File: config.mk
export PLATFORM = sky130hd
export DESIGN_NAME = fb_dac_driver_flat
export DESIGN_NICKNAME = d
export VERILOG_FILES = /design/src/rtl/fb_dac_pkg.sv /design/src/rtl/fb_dac_driver_if.sv /design/src/rtl/fb_dac_sat.sv /design/src/rtl/fb_dac_driver.sv /design/src/flat_wrapper.sv
export SDC_FILE = /design/constraint.sdc
export NUM_CORES = 1
export LEC_CHECK = 0
export BUFFER_PORTS_ARGS = -buffer_cell sky130_fd_sc_hd__clkbuf_2
export CORE_UTILIZATION = 47
export DETAILED_ROUTE_END_ITERATION = 7
export GPL_ROUTABILITY_DRIVEN = 0
export GPL_TIMING_DRIVEN = 0
export PLACE_DENSITY = 0.7
export SLEW_MARGIN = 20
export SYNTH_ARGS = -nofsm -noshare
export SYNTH_HDL_FRONTEND = slang
export SYNTH_SLANG_ARGS = --single-unit
File: constraint.sdc
create_clock -name clk -period 3.87 [get_ports clk]
set_input_delay 0.1935 -clock clk [delete_from_list [all_inputs] [get_ports clk]]
set_output_delay 0.1935 -clock clk [all_outputs]
set_load 0.02 [all_outputs]
File: src/rtl/fb_dac_pkg.sv
// Shared types and constants for the feedback DAC output stage.
package fb_dac_pkg;

  localparam int unsigned OUT_W   = 14;
  localparam int unsigned IN_W    = 15;
  localparam int unsigned CNT_W   = 8;
  localparam int unsigned ACC_W   = IN_W + 1;
  localparam int unsigned SHIFT_W = 3;
  localparam int unsigned SH_W    = 23;

  localparam logic [OUT_W-1:0] DAC_MID = 14'h2000;
  localparam int               SAT_MAX = 8191;
  localparam int               SAT_MIN = -8192;

  typedef enum logic [1:0] {
    IDLE    = 2'd0,
    CAPTURE = 2'd1,
    ARMED   = 2'd2
  } state_e;

  // Result of the shift/clip/offset-binary stage.
  typedef struct packed {
    logic             clipped;
    logic [OUT_W-1:0] code;
  } dac_word_t;

endpackage

File: src/rtl/fb_dac_driver_if.sv
// DSP-side strobes/data into the DAC driver and the DAC-side results out of it.
interface fb_dac_driver_if;
  import fb_dac_pkg::*;

  logic                    fb_en;
  logic signed [IN_W-1:0]  pout_in;
  logic                    dsp_oflow_in;
  logic                    fb_cond_in;
  logic                    dac_clk_in;
  logic [SHIFT_W-1:0]      gain_shift;

  logic [OUT_W-1:0]        dac_data;
  logic                    dac_wr;
  logic                    sat_flag;
  logic                    oflow_sticky;
  logic [CNT_W-1:0]        write_count;
  logic                    busy;

  modport master (
    output fb_en, pout_in, dsp_oflow_in, fb_cond_in, dac_clk_in, gain_shift,
    input  dac_data, dac_wr, sat_flag, oflow_sticky, write_count, busy
  );

  modport slave (
    input  fb_en, pout_in, dsp_oflow_in, fb_cond_in, dac_clk_in, gain_shift,
    output dac_data, dac_wr, sat_flag, oflow_sticky, write_count, busy
  );

endinterface

File: src/rtl/fb_dac_sat.sv
// Combinational gain shift, clip to the DAC range and offset-binary conversion.
module fb_dac_sat
  import fb_dac_pkg::*;
(
  input  logic signed [ACC_W-1:0] val_i,
  input  logic [SHIFT_W-1:0]      gain_shift_i,
  output dac_word_t               word_c
);

  localparam logic signed [SH_W-1:0] SH_MAX = SH_W'(SAT_MAX);
  localparam logic signed [SH_W-1:0] SH_MIN = SH_W'(SAT_MIN);

  logic signed [SH_W-1:0] val_ext;
  logic signed [SH_W-1:0] shifted;
  logic signed [SH_W-1:0] clipped;
  logic                   clip;

  always_comb begin
    val_ext = {{(SH_W-ACC_W){val_i[ACC_W-1]}}, val_i};
    shifted = val_ext <<< gain_shift_i;
    clip    = 1'b0;
    clipped = shifted;
    if (shifted > SH_MAX) begin
      clipped = SH_MAX;
      clip    = 1'b1;
    end else if (shifted < SH_MIN) begin
      clipped = SH_MIN;
      clip    = 1'b1;
    end
    // Flipping the sign bit of the 14-bit two's complement value adds mid-scale.
    word_c.clipped = clip;
    word_c.code    = {~clipped[OUT_W-1], clipped[OUT_W-2:0]};
  end

endmodule

File: src/rtl/fb_dac_driver.sv
// Feedback DAC output stage: capture/average correction, gain+clip, delayed DAC write strobe.
// Build option FB_DAC_AVG_EN: average two samples per fb_cond window instead of keeping the last.
module fb_dac_driver
  import fb_dac_pkg::*;
(
  input  logic           clk,
  input  logic           rst,
  fb_dac_driver_if.slave bus
);

  state_e                  state_q, state_d;
  logic signed [ACC_W-1:0] acc_q, acc_d;
`ifdef FB_DAC_AVG_EN
  logic                    n_q, n_d;
`endif
  logic                    oflow_cap_q, oflow_cap_d;
  logic                    clk_seen_q, clk_seen_d;
  logic                    clk_d1_q, clk_d1_d;
  logic                    dac_wr_q, dac_wr_d;
  logic [OUT_W-1:0]        dac_data_q, dac_data_d;
  logic                    sat_flag_q, sat_flag_d;
  logic                    oflow_sticky_q, oflow_sticky_d;
  logic [CNT_W-1:0]        write_count_q, write_count_d;
  logic                    busy_q, busy_d;

  logic signed [ACC_W-1:0] sample_ext;
  logic signed [ACC_W-1:0] val;
  dac_word_t               sat_word;

  assign sample_ext = {bus.pout_in[IN_W-1], bus.pout_in};

`ifdef FB_DAC_AVG_EN
  assign val = n_q ? (acc_q >>> 1) : acc_q;
`else
  assign val = acc_q;
`endif

  fb_dac_sat u_sat (
    .val_i        (val),
    .gain_shift_i (bus.gain_shift),
    .word_c       (sat_word)
  );

  always_comb begin
    state_d        = state_q;
    acc_d          = acc_q;
`ifdef FB_DAC_AVG_EN
    n_d            = n_q;
`endif
    oflow_cap_d    = oflow_cap_q;
    clk_seen_d     = clk_seen_q;
    clk_d1_d       = bus.dac_clk_in;
    dac_wr_d       = clk_d1_q;
    dac_data_d     = dac_data_q;
    sat_flag_d     = sat_flag_q;
    oflow_sticky_d = oflow_sticky_q;

    if (!bus.fb_en) begin
      state_d    = IDLE;
      dac_data_d = DAC_MID;
      clk_d1_d   = 1'b0;
      dac_wr_d   = 1'b0;
    end else begin
      unique case (state_q)
        IDLE: begin
          // Strobe with nothing pending: clear the kicker to mid-scale.
          if (bus.dac_clk_in) dac_data_d = DAC_MID;
          if (bus.fb_cond_in) begin
            state_d     = CAPTURE;
            acc_d       = sample_ext;
`ifdef FB_DAC_AVG_EN
            n_d         = 1'b0;
`endif
            oflow_cap_d = bus.dsp_oflow_in;
          end
        end
        CAPTURE: begin
          if (bus.fb_cond_in) begin
`ifdef FB_DAC_AVG_EN
            if (!n_q) begin
              acc_d = acc_q + sample_ext;
              n_d   = 1'b1;
            end
`else
            acc_d = sample_ext;
`endif
            oflow_cap_d = oflow_cap_q | bus.dsp_oflow_in;
          end else begin
            state_d    = ARMED;
            clk_seen_d = 1'b0;
            if (oflow_cap_q) begin
              dac_data_d     = DAC_MID;
              sat_flag_d     = 1'b0;
              oflow_sticky_d = 1'b1;
            end else begin
              dac_data_d = sat_word.code;
              sat_flag_d = sat_word.clipped;
            end
          end
        end
        ARMED: begin
          if (bus.fb_cond_in) begin
            state_d     = CAPTURE;
            acc_d       = sample_ext;
`ifdef FB_DAC_AVG_EN
            n_d         = 1'b0;
`endif
            oflow_cap_d = bus.dsp_oflow_in;
          end else if (clk_seen_q && !bus.dac_clk_in) begin
            state_d = IDLE;
          end else if (bus.dac_clk_in) begin
            clk_seen_d = 1'b1;
          end
        end
        default: state_d = IDLE;
      endcase
    end

    write_count_d = write_count_q + CNT_W'(dac_wr_d & ~dac_wr_q);
    busy_d        = (state_d != IDLE);
  end

  always_ff @(posedge clk) begin
    if (rst) begin
      state_q        <= IDLE;
      acc_q          <= '0;
`ifdef FB_DAC_AVG_EN
      n_q            <= 1'b0;
`endif
      oflow_cap_q    <= 1'b0;
      clk_seen_q     <= 1'b0;
      clk_d1_q       <= 1'b0;
      dac_wr_q       <= 1'b0;
      dac_data_q     <= DAC_MID;
      sat_flag_q     <= 1'b0;
      oflow_sticky_q <= 1'b0;
      write_count_q  <= '0;
      busy_q         <= 1'b0;
    end else begin
      state_q        <= state_d;
      acc_q          <= acc_d;
`ifdef FB_DAC_AVG_EN
      n_q            <= n_d;
`endif
      oflow_cap_q    <= oflow_cap_d;
      clk_seen_q     <= clk_seen_d;
      clk_d1_q       <= clk_d1_d;
      dac_wr_q       <= dac_wr_d;
      dac_data_q     <= dac_data_d;
      sat_flag_q     <= sat_flag_d;
      oflow_sticky_q <= oflow_sticky_d;
      write_count_q  <= write_count_d;
      busy_q         <= busy_d;
    end
  end

  assign bus.dac_data     = dac_data_q;
  assign bus.dac_wr       = dac_wr_q;
  assign bus.sat_flag     = sat_flag_q;
  assign bus.oflow_sticky = oflow_sticky_q;
  assign bus.write_count  = write_count_q;
  assign bus.busy         = busy_q;

endmodule
File: src/flat_wrapper.sv
// flat-port wrapper written by rule: the top's interface ports become plain ports
module fb_dac_driver_flat import fb_dac_pkg::*;
  (clk, rst, bus_fb_en, bus_pout_in, bus_dsp_oflow_in, bus_fb_cond_in, bus_dac_clk_in, bus_gain_shift, bus_dac_data, bus_dac_wr, bus_sat_flag, bus_oflow_sticky, bus_write_count, bus_busy);
  fb_dac_driver_if bus_i ();
  input  logic clk;
  input  logic rst;
  input wire logic [$bits(bus_i.fb_en)-1:0] bus_fb_en;
  input wire logic [$bits(bus_i.pout_in)-1:0] bus_pout_in;
  input wire logic [$bits(bus_i.dsp_oflow_in)-1:0] bus_dsp_oflow_in;
  input wire logic [$bits(bus_i.fb_cond_in)-1:0] bus_fb_cond_in;
  input wire logic [$bits(bus_i.dac_clk_in)-1:0] bus_dac_clk_in;
  input wire logic [$bits(bus_i.gain_shift)-1:0] bus_gain_shift;
  output wire logic [$bits(bus_i.dac_data)-1:0] bus_dac_data;
  output wire logic [$bits(bus_i.dac_wr)-1:0] bus_dac_wr;
  output wire logic [$bits(bus_i.sat_flag)-1:0] bus_sat_flag;
  output wire logic [$bits(bus_i.oflow_sticky)-1:0] bus_oflow_sticky;
  output wire logic [$bits(bus_i.write_count)-1:0] bus_write_count;
  output wire logic [$bits(bus_i.busy)-1:0] bus_busy;
  assign bus_i.fb_en = bus_fb_en;
  assign bus_i.pout_in = bus_pout_in;
  assign bus_i.dsp_oflow_in = bus_dsp_oflow_in;
  assign bus_i.fb_cond_in = bus_fb_cond_in;
  assign bus_i.dac_clk_in = bus_dac_clk_in;
  assign bus_i.gain_shift = bus_gain_shift;
  assign bus_dac_data = bus_i.dac_data;
  assign bus_dac_wr = bus_i.dac_wr;
  assign bus_sat_flag = bus_i.sat_flag;
  assign bus_oflow_sticky = bus_i.oflow_sticky;
  assign bus_write_count = bus_i.write_count;
  assign bus_busy = bus_i.busy;
  fb_dac_driver u_core (.clk(clk), .rst(rst), .bus(bus_i));
endmodule
==> run metrics <==
DRC viols=0; Final #Nets=around 360; fin crit period=approximately 2.1 ns; Area contributors post-synth=dfxtp_1, nand2_1, a21oi_1, mux2i_1, nor2_1; Post-Synth XOR/XNOR Area=roughly 2.2%; met2 GRT Util=35.3%; Mapped Area=0.00241 mm²; postcts setup bufs=0; endpoints failing hold=0; Site Rows=25; RSZ-0062 raised after global routing=no; final hold slack=a little over 0.1 ns; post-CTS resize count=0; Core Box Area=between 0.004 and 0.005 mm²; Critical Path RT=4.06 ns; Synth Area in Adders=approximately 1.0%; first-pass GRT wire length=around 9000 µm; drt total wl=roughly 5300 µm; total power draw=943 µW; Initial Util=around half; Setup Total Neg Slack=0 ns; reg-to-reg endpoint=u_core.bus.dac_data[13]$_SDFFE_PP1P_; Slew Viols, Final=0; Vias=about 2200; status=completed; switching power total=roughly 260 µW; cell area after placement=about 0.0027 mm²; GRT Overall Usage=a little over a fifth; number of synthesized flops with an enable pin=0; period utilisation layout=between 50% and 60%; fill count=460; total CTS buffers=5; Sequential cell area=921 µm²; Worst R2R Setup Slack=around 1.8 ns; layout cells sized above 1=~24%; synth cell count leaders=nand2_1, dfxtp_1, a21oi_1, nor2_1; Synth Area in Compound Gates=between 20% and 30%; Buffers on Ports=48; clock share of power=about a third; Sink Count=46; WS Path Type=reg2reg; initial antenna violation count=0; CTS tree=built; Layout area overhead=17.4%; Synth cell types=53; Combinational Power Share=around 16%; Die Y=about 74 µm; max_slew headroom=between 40% and 50%; mux contribution to synthesized area=approximately 8.1%; CP Capture Type=flop; post-synthesis sequential area ratio=about two fifths; post-detail-place hpwl=4020 µm; CTS Hold Bufs=0; share of the synthesized area in the top cell type=approximately two fifths; Mapped Cells=280; largest net degree at the start of global routing=15; crit-path max FO=10; Post-DRT Antenna Nets=0; predominant post-synthesis flop cell=dfxtp_1; WP data arrival=around 2.3 ns; crit path from=u_core.state_q[0]$_SDFF_PP0_; largest family of logic cells by synthesized area=compound AO/OA/AOI/OAI gates; Max Clk Rate=483 MHz; syn_area_per_cell=8.62 µm²; final core occ=roughly 60%; syn nets=306; VDD IR max=around 0.23 mV; global route total overflow=0; Max-Cap Viols=0; Reg-to-Reg Start=u_core.state_q[0]$_SDFF_PP0_; vias in the first global route=a little over 2000; CTS Buffer Depth=2; Pre-antenna DRT Iters=5; FFs w/ async S/R, synth=0%; Wirelength per Cell=between 10 and 15 µm; Net Sw Frac=approximately 27%; r2r worst-path depth=7; Power Density=about 330 mW/mm²; Worst Skew=0.00893 ns; Internal Power=688 µW; Flop pwr share=a little over half; Multi-input gate area=between 0.001 and 0.0015 mm²; design area=approximately 0.0028 mm²; most frequent cell after synthesis=nand2_1; worst setup path endpoint=u_core.bus.dac_data[13]$_SDFFE_PP1P_; DRT iter0 DRCs=~180; # IOs=50; yosys warns=0; Final Setup Violations=0; worst hold path class=in2reg; Post-Synth Simple-Gate Area=between 10% and 20%; clk_lat worst skew=about 0.30 ns; number of antenna diodes=0; post-synthesis register bit count=46; Synth area leader=dfxtp_1; M1 GR Usage=between 20 and 30%; CP Launch Type=flop; Worst-path clk slew=around 0.090 ns; Top Usage Layer GRT=met2; Chip Width=between 70 and 80 µm; H-tree levels=2; Vias per Instance=between 5 and 6; root buf cell=clkbuf_8; die area=0.00543 mm²; Leak=around 0.0012 µW; GRT met3 Usage=slightly below 4%; Slew @ Worst Pin=between 0.7 and 0.8 ns
[worst max-delay path, cell delays in order, from the launching register on]
cell and delay, ns:
dfxtp_1 0.42, inv_1 0.10, nand2_1 0.09, a21oi_1 0.06
nor3b_1 0.64, clkbuf_1 0.40, nor2b_1 0.20, a21oi_1 0.05
[per-stage QoR]
| stage | setup slack [ns] | std cells |
|---|---|---|
| 2_1_floorplan | 2.18 | 280 |
| 3_3_place_gp | 1.89 | 395 |
| 3_5_place_dp | 1.86 | 395 |
| 4_1_cts | 1.84 | 403 |
| 5_1_grt | 1.65 | 403 |
| 6_report | 1.80 | 403 |
[per-layer routing]
layer	wire, µm	vias up
li1	-	1104
met5	0	-
met2	2510	47
met3	190	8
met1	2580	1006
met4	53	0
[flip-flops by register name, summed over array words and instances, names as in the netlist]
signal and cells:
u_core.bus.write_count 8, u_core.bus.busy 1, u_core.oflow_cap_q 1, u_core.acc_q 15, u_core.bus.dac_data 14, u_core.bus.oflow_sticky 1, u_core.clk_seen_q 1, u_core.clk_d1_q 1
u_core.bus.sat_flag 1, u_core.bus.dac_wr 1, u_core.state_q 2
[power by group through the flow]
stage | registers (µW) | clock network [µW] | logic (µW)
after floorplan | 508 | 0 | 105
final | 496 | 301 | 147
after detailed placement | 507 | 0 | 146
after global placement | 507 | 0 | 145
after CTS | 496 | 308 | 146
after global routing | 498 | 330 | 164
[cell type report]
type,count,share of cell area [%]
tap,67,2.96
timing repair buffer,48,8.48
sequential,46,32.5
buffer,15,3.66
inverter,7,0.927
clock inverter,2,0.442
clock buffer,6,2.91
multi-input combinational,212,48.1
[worst min-delay path by stage]
stage                          startpoint                             to  slack (ns)  cells past startpoint
after CTS                 bus_pout_in[14]  u_core.acc_q[14]$_SDFFE_PP0P_        0.10                      3
final                     bus_pout_in[12]  u_core.acc_q[12]$_SDFFE_PP0P_        0.10                      3
after detailed placement   bus_pout_in[9]   u_core.acc_q[9]$_SDFFE_PP0P_        0.42                      3
after floorplan                       rst   u_core.state_q[0]$_SDFF_PP0_        0.27                      1
after global routing      bus_pout_in[14]  u_core.acc_q[14]$_SDFFE_PP0P_        0.11                      3
after global placement     bus_pout_in[9]   u_core.acc_q[9]$_SDFFE_PP0P_        0.42                      3
[logic make-up after synthesis]
| group | Yosys count |
|---|---|
| and+or+nand+nor | 102 |
| AOI/OAI and AO/OA | 85 |
| DFF | 46 |
| buffers and inverters | 22 |
| muxes | 17 |
| xor gates and xnor gates | 6 |
| adders and majority gates | 2 |
[placed cells by master, fill, tap and decap left out, types with 3 or more instances in the layout]
cell type,count
clkbuf_2,48
a221o_1,8
nand2_1,52
dfxtp_1,46
clkbuf_8,6
nor2b_1,4
o21ai_0,12
nand3_1,6
nand2b_1,4
buf_6,4
a31oi_1,4
o21ai_1,5
mux2i_1,12
clkbuf_1,9
o211ai_1,3
a211oi_1,3
a21oi_1,28
nor2_1,24
inv_1,5
xor2_1,4
(Power assumes the default switching activity.)
